**src/rtl/control_sequencer_if.sv**
```systemverilog
// Bus between the step counter / instruction register side of the CPU and
// the micro-op sequencer. The master modport belongs to whoever drives Step,
// Opcode and the ALU flags. The slave modport belongs to the sequencer, which
// drives the control word and its status outputs.
interface control_sequencer_if #(
   parameter int INSTR_CNT_WIDTH = 16
);

   logic [2:0]                 Step;
   logic [3:0]                 Opcode;
   logic                       CarryFlag;
   logic                       ZeroFlag;

   logic                       PcOut;
   logic                       PcInc;
   logic                       PcLoad;
   logic                       MarIn;
   logic                       RamOut;
   logic                       RamIn;
   logic                       IrIn;
   logic                       IrOut;
   logic                       AIn;
   logic                       AOut;
   logic                       BIn;
   logic                       AluOut;
   logic                       AluSub;
   logic                       FlagsIn;
   logic                       OutIn;
   logic                       StepCounterReset;
   logic                       Halted;
   logic                       IllegalOp;
   logic [INSTR_CNT_WIDTH-1:0] InstrCount;

   modport master (
      output Step, Opcode, CarryFlag, ZeroFlag,
      input  PcOut, PcInc, PcLoad, MarIn, RamOut, RamIn, IrIn, IrOut,
             AIn, AOut, BIn, AluOut, AluSub, FlagsIn, OutIn,
             StepCounterReset, Halted, IllegalOp, InstrCount
   );

   modport slave (
      input  Step, Opcode, CarryFlag, ZeroFlag,
      output PcOut, PcInc, PcLoad, MarIn, RamOut, RamIn, IrIn, IrOut,
             AIn, AOut, BIn, AluOut, AluSub, FlagsIn, OutIn,
             StepCounterReset, Halted, IllegalOp, InstrCount
   );

endinterface

```
**src/rtl/control_sequencer.sv**
```systemverilog
// Micro-op decoder and sequencer for the 8-bit accumulator CPU.
// The control word is decoded combinationally from Step, Opcode, the ALU
// flags and the halt state. The sequencer also owns the sticky halt state,
// the retired-instruction counter and, optionally, an illegal-opcode trap.
//
// Optional feature: when CTRL_ILLEGAL_TRAP_EN is defined, opcodes 9..D halt
// the CPU at T2 and set IllegalOp. When it is undefined, they run as NOP and
// IllegalOp is held at 0.
// INSTR_CNT_WIDTH must match the parameter of the connected interface.
module control_sequencer #(
   parameter int INSTR_CNT_WIDTH = 16,
   parameter int MAX_STEP        = 4
) (
   input logic          Clk,
   input logic          Rst,
   control_sequencer_if.slave bus
);

   localparam logic [2:0] MaxStepL = 3'(MAX_STEP);

   localparam logic [3:0] OpNop = 4'h0;
   localparam logic [3:0] OpLda = 4'h1;
   localparam logic [3:0] OpAdd = 4'h2;
   localparam logic [3:0] OpSub = 4'h3;
   localparam logic [3:0] OpSta = 4'h4;
   localparam logic [3:0] OpLdi = 4'h5;
   localparam logic [3:0] OpJmp = 4'h6;
   localparam logic [3:0] OpJc  = 4'h7;
   localparam logic [3:0] OpJz  = 4'h8;
   localparam logic [3:0] OpOut = 4'hE;
   localparam logic [3:0] OpHlt = 4'hF;

   typedef enum logic {
      ST_RUN,
      ST_HALT
   } state_e;

   state_e                     state_q, state_d;
   logic [INSTR_CNT_WIDTH-1:0] instrCount_q, instrCount_d;
   logic                       scr;
   logic                       faultStep;
   logic                       haltReq;
`ifdef CTRL_ILLEGAL_TRAP_EN
   logic                       illegalOp_q, illegalOp_d;
   logic                       trapHit;
`endif

   // Decode the control word for the current step.
   // This block also works out the next halt state and the next retired count.
   always_comb begin
      bus.PcOut    = 1'b0;
      bus.PcInc    = 1'b0;
      bus.PcLoad   = 1'b0;
      bus.MarIn    = 1'b0;
      bus.RamOut   = 1'b0;
      bus.RamIn    = 1'b0;
      bus.IrIn     = 1'b0;
      bus.IrOut    = 1'b0;
      bus.AIn      = 1'b0;
      bus.AOut     = 1'b0;
      bus.BIn      = 1'b0;
      bus.AluOut   = 1'b0;
      bus.AluSub   = 1'b0;
      bus.FlagsIn  = 1'b0;
      bus.OutIn    = 1'b0;
      scr          = 1'b0;
      haltReq      = 1'b0;
      faultStep    = (bus.Step > MaxStepL);
      state_d      = state_q;
      instrCount_d = instrCount_q;
`ifdef CTRL_ILLEGAL_TRAP_EN
      trapHit      = 1'b0;
      illegalOp_d  = illegalOp_q;
`endif

      if (state_q == ST_HALT) begin
         scr = 1'b1;
      end else if (faultStep) begin
         scr = 1'b1;
      end else begin
         case (bus.Step)
            3'd0: begin
               bus.PcOut = 1'b1;
               bus.MarIn = 1'b1;
            end
            3'd1: begin
               bus.RamOut = 1'b1;
               bus.IrIn   = 1'b1;
               bus.PcInc  = 1'b1;
            end
            3'd2: begin
               case (bus.Opcode)
                  OpNop: scr = 1'b1;
                  OpLda, OpAdd, OpSub, OpSta: begin
                     bus.IrOut = 1'b1;
                     bus.MarIn = 1'b1;
                  end
                  OpLdi: begin
                     bus.IrOut = 1'b1;
                     bus.AIn   = 1'b1;
                     scr       = 1'b1;
                  end
                  OpJmp: begin
                     bus.IrOut  = 1'b1;
                     bus.PcLoad = 1'b1;
                     scr        = 1'b1;
                  end
                  OpJc: begin
                     bus.IrOut  = 1'b1;
                     bus.PcLoad = bus.CarryFlag;
                     scr        = 1'b1;
                  end
                  OpJz: begin
                     bus.IrOut  = 1'b1;
                     bus.PcLoad = bus.ZeroFlag;
                     scr        = 1'b1;
                  end
                  OpOut: begin
                     bus.AOut  = 1'b1;
                     bus.OutIn = 1'b1;
                     scr       = 1'b1;
                  end
                  OpHlt: begin
                     scr     = 1'b1;
                     haltReq = 1'b1;
                  end
                  default: begin
`ifdef CTRL_ILLEGAL_TRAP_EN
                     trapHit = 1'b1;
                     haltReq = 1'b1;
`endif
                     scr     = 1'b1;
                  end
               endcase
            end
            3'd3: begin
               case (bus.Opcode)
                  OpLda: begin
                     bus.RamOut = 1'b1;
                     bus.AIn    = 1'b1;
                     scr        = 1'b1;
                  end
                  OpAdd, OpSub: begin
                     bus.RamOut = 1'b1;
                     bus.BIn    = 1'b1;
                     bus.AluSub = (bus.Opcode == OpSub);
                  end
                  OpSta: begin
                     bus.AOut  = 1'b1;
                     bus.RamIn = 1'b1;
                     scr       = 1'b1;
                  end
                  default: ;
               endcase
            end
            3'd4: begin
               if (bus.Opcode == OpAdd || bus.Opcode == OpSub) begin
                  bus.AluOut  = 1'b1;
                  bus.AIn     = 1'b1;
                  bus.FlagsIn = 1'b1;
                  bus.AluSub  = (bus.Opcode == OpSub);
                  scr         = 1'b1;
               end
            end
            default: ;
         endcase
      end

      if (state_q == ST_RUN && !faultStep && scr) begin
`ifdef CTRL_ILLEGAL_TRAP_EN
         if (!trapHit) begin
            instrCount_d = instrCount_q + 1'b1;
         end
`else
         instrCount_d = instrCount_q + 1'b1;
`endif
      end

      if (haltReq) begin
         state_d = ST_HALT;
      end
`ifdef CTRL_ILLEGAL_TRAP_EN
      if (trapHit) begin
         illegalOp_d = 1'b1;
      end
`endif

      bus.StepCounterReset = scr;
   end

   // Update the halt state, the trap flag and the retired count.
   // Reset takes priority over halting and counting in the same cycle.
   always_ff @(posedge Clk) begin
      if (Rst) begin
         state_q      <= ST_RUN;
         instrCount_q <= '0;
`ifdef CTRL_ILLEGAL_TRAP_EN
         illegalOp_q  <= 1'b0;
`endif
      end else begin
         state_q      <= state_d;
         instrCount_q <= instrCount_d;
`ifdef CTRL_ILLEGAL_TRAP_EN
         illegalOp_q  <= illegalOp_d;
`endif
      end
   end

   assign bus.Halted     = (state_q == ST_HALT);
   assign bus.InstrCount = instrCount_q;
`ifdef CTRL_ILLEGAL_TRAP_EN
   assign bus.IllegalOp  = illegalOp_q;
`else
   assign bus.IllegalOp  = 1'b0;
`endif

endmodule

```
**src/flat_wrapper.sv**
```systemverilog
// flat-port wrapper written by rule: the top's interface ports become plain ports
module control_sequencer_flat 
#(
   parameter int INSTR_CNT_WIDTH = 16,
   parameter int MAX_STEP        = 4
)
  (Clk, Rst, bus_Step, bus_Opcode, bus_CarryFlag, bus_ZeroFlag, bus_PcOut, bus_PcInc, bus_PcLoad, bus_MarIn, bus_RamOut, bus_RamIn, bus_IrIn, bus_IrOut, bus_AIn, bus_AOut, bus_BIn, bus_AluOut, bus_AluSub, bus_FlagsIn, bus_OutIn, bus_StepCounterReset, bus_Halted, bus_IllegalOp, bus_InstrCount);
  control_sequencer_if #(.INSTR_CNT_WIDTH(INSTR_CNT_WIDTH)) bus_i ();
  input logic Clk;
  input logic Rst;
  input wire logic [$bits(bus_i.Step)-1:0] bus_Step;
  input wire logic [$bits(bus_i.Opcode)-1:0] bus_Opcode;
  input wire logic [$bits(bus_i.CarryFlag)-1:0] bus_CarryFlag;
  input wire logic [$bits(bus_i.ZeroFlag)-1:0] bus_ZeroFlag;
  output wire logic [$bits(bus_i.PcOut)-1:0] bus_PcOut;
  output wire logic [$bits(bus_i.PcInc)-1:0] bus_PcInc;
  output wire logic [$bits(bus_i.PcLoad)-1:0] bus_PcLoad;
  output wire logic [$bits(bus_i.MarIn)-1:0] bus_MarIn;
  output wire logic [$bits(bus_i.RamOut)-1:0] bus_RamOut;
  output wire logic [$bits(bus_i.RamIn)-1:0] bus_RamIn;
  output wire logic [$bits(bus_i.IrIn)-1:0] bus_IrIn;
  output wire logic [$bits(bus_i.IrOut)-1:0] bus_IrOut;
  output wire logic [$bits(bus_i.AIn)-1:0] bus_AIn;
  output wire logic [$bits(bus_i.AOut)-1:0] bus_AOut;
  output wire logic [$bits(bus_i.BIn)-1:0] bus_BIn;
  output wire logic [$bits(bus_i.AluOut)-1:0] bus_AluOut;
  output wire logic [$bits(bus_i.AluSub)-1:0] bus_AluSub;
  output wire logic [$bits(bus_i.FlagsIn)-1:0] bus_FlagsIn;
  output wire logic [$bits(bus_i.OutIn)-1:0] bus_OutIn;
  output wire logic [$bits(bus_i.StepCounterReset)-1:0] bus_StepCounterReset;
  output wire logic [$bits(bus_i.Halted)-1:0] bus_Halted;
  output wire logic [$bits(bus_i.IllegalOp)-1:0] bus_IllegalOp;
  output wire logic [$bits(bus_i.InstrCount)-1:0] bus_InstrCount;
  assign bus_i.Step = bus_Step;
  assign bus_i.Opcode = bus_Opcode;
  assign bus_i.CarryFlag = bus_CarryFlag;
  assign bus_i.ZeroFlag = bus_ZeroFlag;
  assign bus_PcOut = bus_i.PcOut;
  assign bus_PcInc = bus_i.PcInc;
  assign bus_PcLoad = bus_i.PcLoad;
  assign bus_MarIn = bus_i.MarIn;
  assign bus_RamOut = bus_i.RamOut;
  assign bus_RamIn = bus_i.RamIn;
  assign bus_IrIn = bus_i.IrIn;
  assign bus_IrOut = bus_i.IrOut;
  assign bus_AIn = bus_i.AIn;
  assign bus_AOut = bus_i.AOut;
  assign bus_BIn = bus_i.BIn;
  assign bus_AluOut = bus_i.AluOut;
  assign bus_AluSub = bus_i.AluSub;
  assign bus_FlagsIn = bus_i.FlagsIn;
  assign bus_OutIn = bus_i.OutIn;
  assign bus_StepCounterReset = bus_i.StepCounterReset;
  assign bus_Halted = bus_i.Halted;
  assign bus_IllegalOp = bus_i.IllegalOp;
  assign bus_InstrCount = bus_i.InstrCount;
  control_sequencer #(.INSTR_CNT_WIDTH(INSTR_CNT_WIDTH), .MAX_STEP(MAX_STEP)) u_core (.Clk(Clk), .Rst(Rst), .bus(bus_i));
endmodule
```
**config.mk**
```make
export PLATFORM = sky130hd
export DESIGN_NAME = control_sequencer_flat
export DESIGN_NICKNAME = d
export VERILOG_FILES = /design/src/rtl/control_sequencer_if.sv /design/src/rtl/control_sequencer.sv /design/src/flat_wrapper.sv
export SDC_FILE = /design/constraint.sdc
export NUM_CORES = 1
export LEC_CHECK = 0
export BUFFER_PORTS_ARGS = -buffer_cell sky130_fd_sc_hd__buf_2
export CAP_MARGIN = 20
export CELL_PAD_IN_SITES_DETAIL_PLACEMENT = 0
export CELL_PAD_IN_SITES_GLOBAL_PLACEMENT = 1
export CORE_ASPECT_RATIO = 1.4
export CORE_MARGIN = 2
export CORE_UTILIZATION = 35
export DETAILED_ROUTE_END_ITERATION = 12
export HOLD_SLACK_MARGIN = 0.03
export PLACE_DENSITY_LB_ADDON = 0.15
export SETUP_SLACK_MARGIN = 0.2
export SLEW_MARGIN = 0
export SYNTH_ARGS = -nofsm -noshare
export SYNTH_HDL_FRONTEND = slang
export SYNTH_SLANG_ARGS = --single-unit
```
**constraint.sdc**
```tcl
create_clock -name Clk -period 6 [get_ports Clk]
set_input_delay 0.6 -clock Clk [delete_from_list [all_inputs] [get_ports Clk]]
set_output_delay 0.6 -clock Clk [all_outputs]
set_load 0.005 [all_outputs]
```
==> key figures <==
Die
  – Die area: 3860 µm²
  – IO Pins: 45
  – Starting Density: 0.356
  – DIE HEIGHT: 72.7 µm
  – Core ar.: 3320 µm²
  – Row cnt: 25
  – Die span in x: 53.1 µm

Logic synthesis
  – FF+latch count, synth: 17
  – Most common cell in the netlist: a21oi_1
  – Number of synthesized flops with an enable pin: 0
  – Post-synth ARST share: 0
  – Synth Area per Inst: 7.48 µm²
  – Synthesized cell area: 1180 µm²
  – Most frequent cells after synthesis: a21oi_1 (20), dfxtp_1 (17), nand2_1 (14)
  – Distinct cells, synth: 39
  – Largest cells by area after synthesis: dfxtp_1 (29%), a21oi_1 (8.5%), o31ai_1 (5.1%)
  – Cells after Synth: 158
  – Dominant register cell in the synthesized netlist: dfxtp_1
  – Synth area leader: dfxtp_1
  – Net Count, Synth: 170
  – Seq/Total Area, Yosys: 0.288
  – Ys Warns: 0
  – Yosys top cell area share: 0.288

STA
  – Max Fclk: 397 MHz
  – Worst slew pin tran: 951 ps
  – Final Worst Setup Slack: 3480 ps
  – Final Setup Violations: 0
  – TNS Setup: 0 ps
  – Post-layout min period: 2520 ps
  – Slew HR: 0.366
  – Worst Skew: 0.762 ps
  – RSZ-0062 raised after global routing: no
  – Final hold vios: 0
  – Slew Viols, Final: 0
  – Tcrit/Tclk final: 0.419

Power and ir drop
  – Pwr dens: 162 nW/µm²
  – VDD IR max: 0.151 mV
  – Total power: 228 µW
  – LEAKAGE: 0.000563 µW

Setup path
  – Critical Path Sink Type: flip-flop
  – Worst-path maximum fanout: 30
  – Setup Crit Path Kind: input port to flip-flop
  – Worst r2r src: u_core.bus.Halted
  – Crit path launch type: input port
  – Crit path DAT: 2700 ps
  – WP data required: 6180 ps
  – FF-to-FF path depth: 4
  – Reg-to-Reg End: u_core.bus.InstrCount[11]
  – Reg2Reg Setup Slack: 3840 ps

Clock network
  – Post-CTS sizing: 0
  – Clk_lat worst skew: 250 ps
  – CTS Buffer Depth: 2
  – H-tree Lvls: 1
  – CTS Hold Bufs: 0
  – Post CTS Setup Buffer Count: 0
  – Clock buffer count from CTS: 3
  – # clock sinks: 17
  – CTS tree: built
  – Clock transition at path regs: 60 ps
  – Root buffer cell: clkbuf_8

Global routing
  – First-pass GRT wire length: 5.02 mm
  – Largest net degree at the start of global routing: 31
  – Antenna violations before repair: 0
  – Total grt overflow: 0
  – Number of global-route vias before repair: 1139
  – GRT Util Overall: 0.168

Final layout
  – Post-Layout Cell Count: 228
  – # diodes: 0
  – FF+latch area: 340 µm²
  – Final instance area: 1410 µm²
  – Filler Cells Inserted: 377
  – Multi-input logic area: 747 µm²
  – Final net count: 201
  – Area Growth Syn to Fin: 19.0%
  – Ratio of cells with drive above 1 in the final layout: 0.266

Min path
  – WHS Path Cells: 2
  – Worst min path class: flip-flop to flip-flop
  – Min-delay src: u_core.bus.InstrCount[15]
  – Hold Path Sink: u_core.bus.InstrCount[15]

Drt
  – DRC: 0
  – 1st-iter DRT viols: 21
  – DR pass1 iterations: 4
  – Post-route ant nets: 0
  – Drt wl/cell: 13.5 µm
  – DR vias/cell: 5.50
  – Routed vias: 1254
  – Final wirelength: 3.07 mm

Placed design
  – Post-DP HPWL: 2.30 mm
  – IO Port Bufs: 43
  – Area after DPL: 1360 µm²
  – Pre-CTS WS: 3240 ps
  – GP Congestion: 0.724
  – DP Cell Count: 224

Run status
  – Status: finished clean

Run
  – Max-cap violations: 0
==> cells in the final DEF (no fill, tap or decap), types with 3 or more instances in the layout <==
cell type and instances:
nor4_1 6, nand4_1 4, nor2_1 10, nand2_1 14, or3_1 6, o21ai_0 8, o21bai_1 3, or4_1 8
nor3_1 5, nand3_1 4, a21oi_1 20, o31ai_1 8, dfxtp_1 17, xor2_1 4, clkbuf_8 3, buf_2 43
==> cell families (layout without fill, tap and decap cells) <==
logic type | count (synthesis) | in the layout | synth area share
adder cells (fa/ha/maj) | 1 | 1 | 0.0106
AO/OA/AOI/OAI | 45 | 45 | 0.232
buffers and inverters | 19 | 49 | 0.0794
flip-flops | 17 | 17 | 0.288
AND/OR/NAND/NOR | 70 | 70 | 0.349
other | 1 | 1 | 0.00317
XOR/XNOR | 4 | 4 | 0.0297
multiplexers | 1 | 1 | 0.00847
==> report_power, final <==
group          internal (µW)  total [µW]  switching (µW)
clock                   47.0        83.8            36.8
combinational           11.5        30.8            19.3
sequential               113         114           0.513
total                    172         228            56.6
==> state kept, by name, indices dropped and copies added (netlist names) <==
| register | flops |
|---|---|
| u_core.bus.Halted | 1 |
| u_core.bus.InstrCount | 16 |
==> routing by layer <==
layer  vias up  part of all wire  track usage
li1        647                 -            -
met1       581              0.41        0.193
met2        24              0.54        0.307
met3         2             0.037       0.0164
met4         0            0.0068       0.0684
met5         -                 0            0
==> critical path, cell delays in order <==
cell and delay (ps):
buf_2 180, nor3b_2 340, nand2_2 120, a311o_1 680
or4_1 620, a21oi_1 150
==> through the flow <==
| stage | utilization | hold slack, ps |
|---|---|---|
| 6_report | 0.424 | 480 |
| 5_1_grt | 0.424 | 517 |
| 4_1_cts | 0.424 | 488 |
| 3_5_place_dp | 0.410 | 480 |
| 3_3_place_gp | 0.410 | 463 |
| 2_1_floorplan | - | 468 |
==> cell type report <==
type                    instances  share of cell area
multi-input cells             122               0.532
clock buffers                   4              0.0321
inverters                       2             0.00534
flip-flops and latches         17               0.242
repair buffers                 43               0.153
well taps                      40              0.0356
==> how the worst max path moves through the flow <==
stage / startpoint / endpoint / slack (ps) / cells after the start
finish: bus_Opcode[1] / u_core.bus.InstrCount[11] / 3480 / 6
global route: bus_Opcode[1] / u_core.bus.InstrCount[15] / 3330 / 6
CTS: bus_Opcode[1] / u_core.bus.InstrCount[11] / 3490 / 6
detailed placement: bus_Opcode[1] / u_core.bus.InstrCount[11] / 3240 / 6
global placement: bus_Opcode[1] / u_core.bus.InstrCount[13] / 3320 / 6
floorplan: bus_Step[0] / u_core.bus.InstrCount[11] / 3710 / 7
No activity file was read; power rests on OpenSTA's default activity.
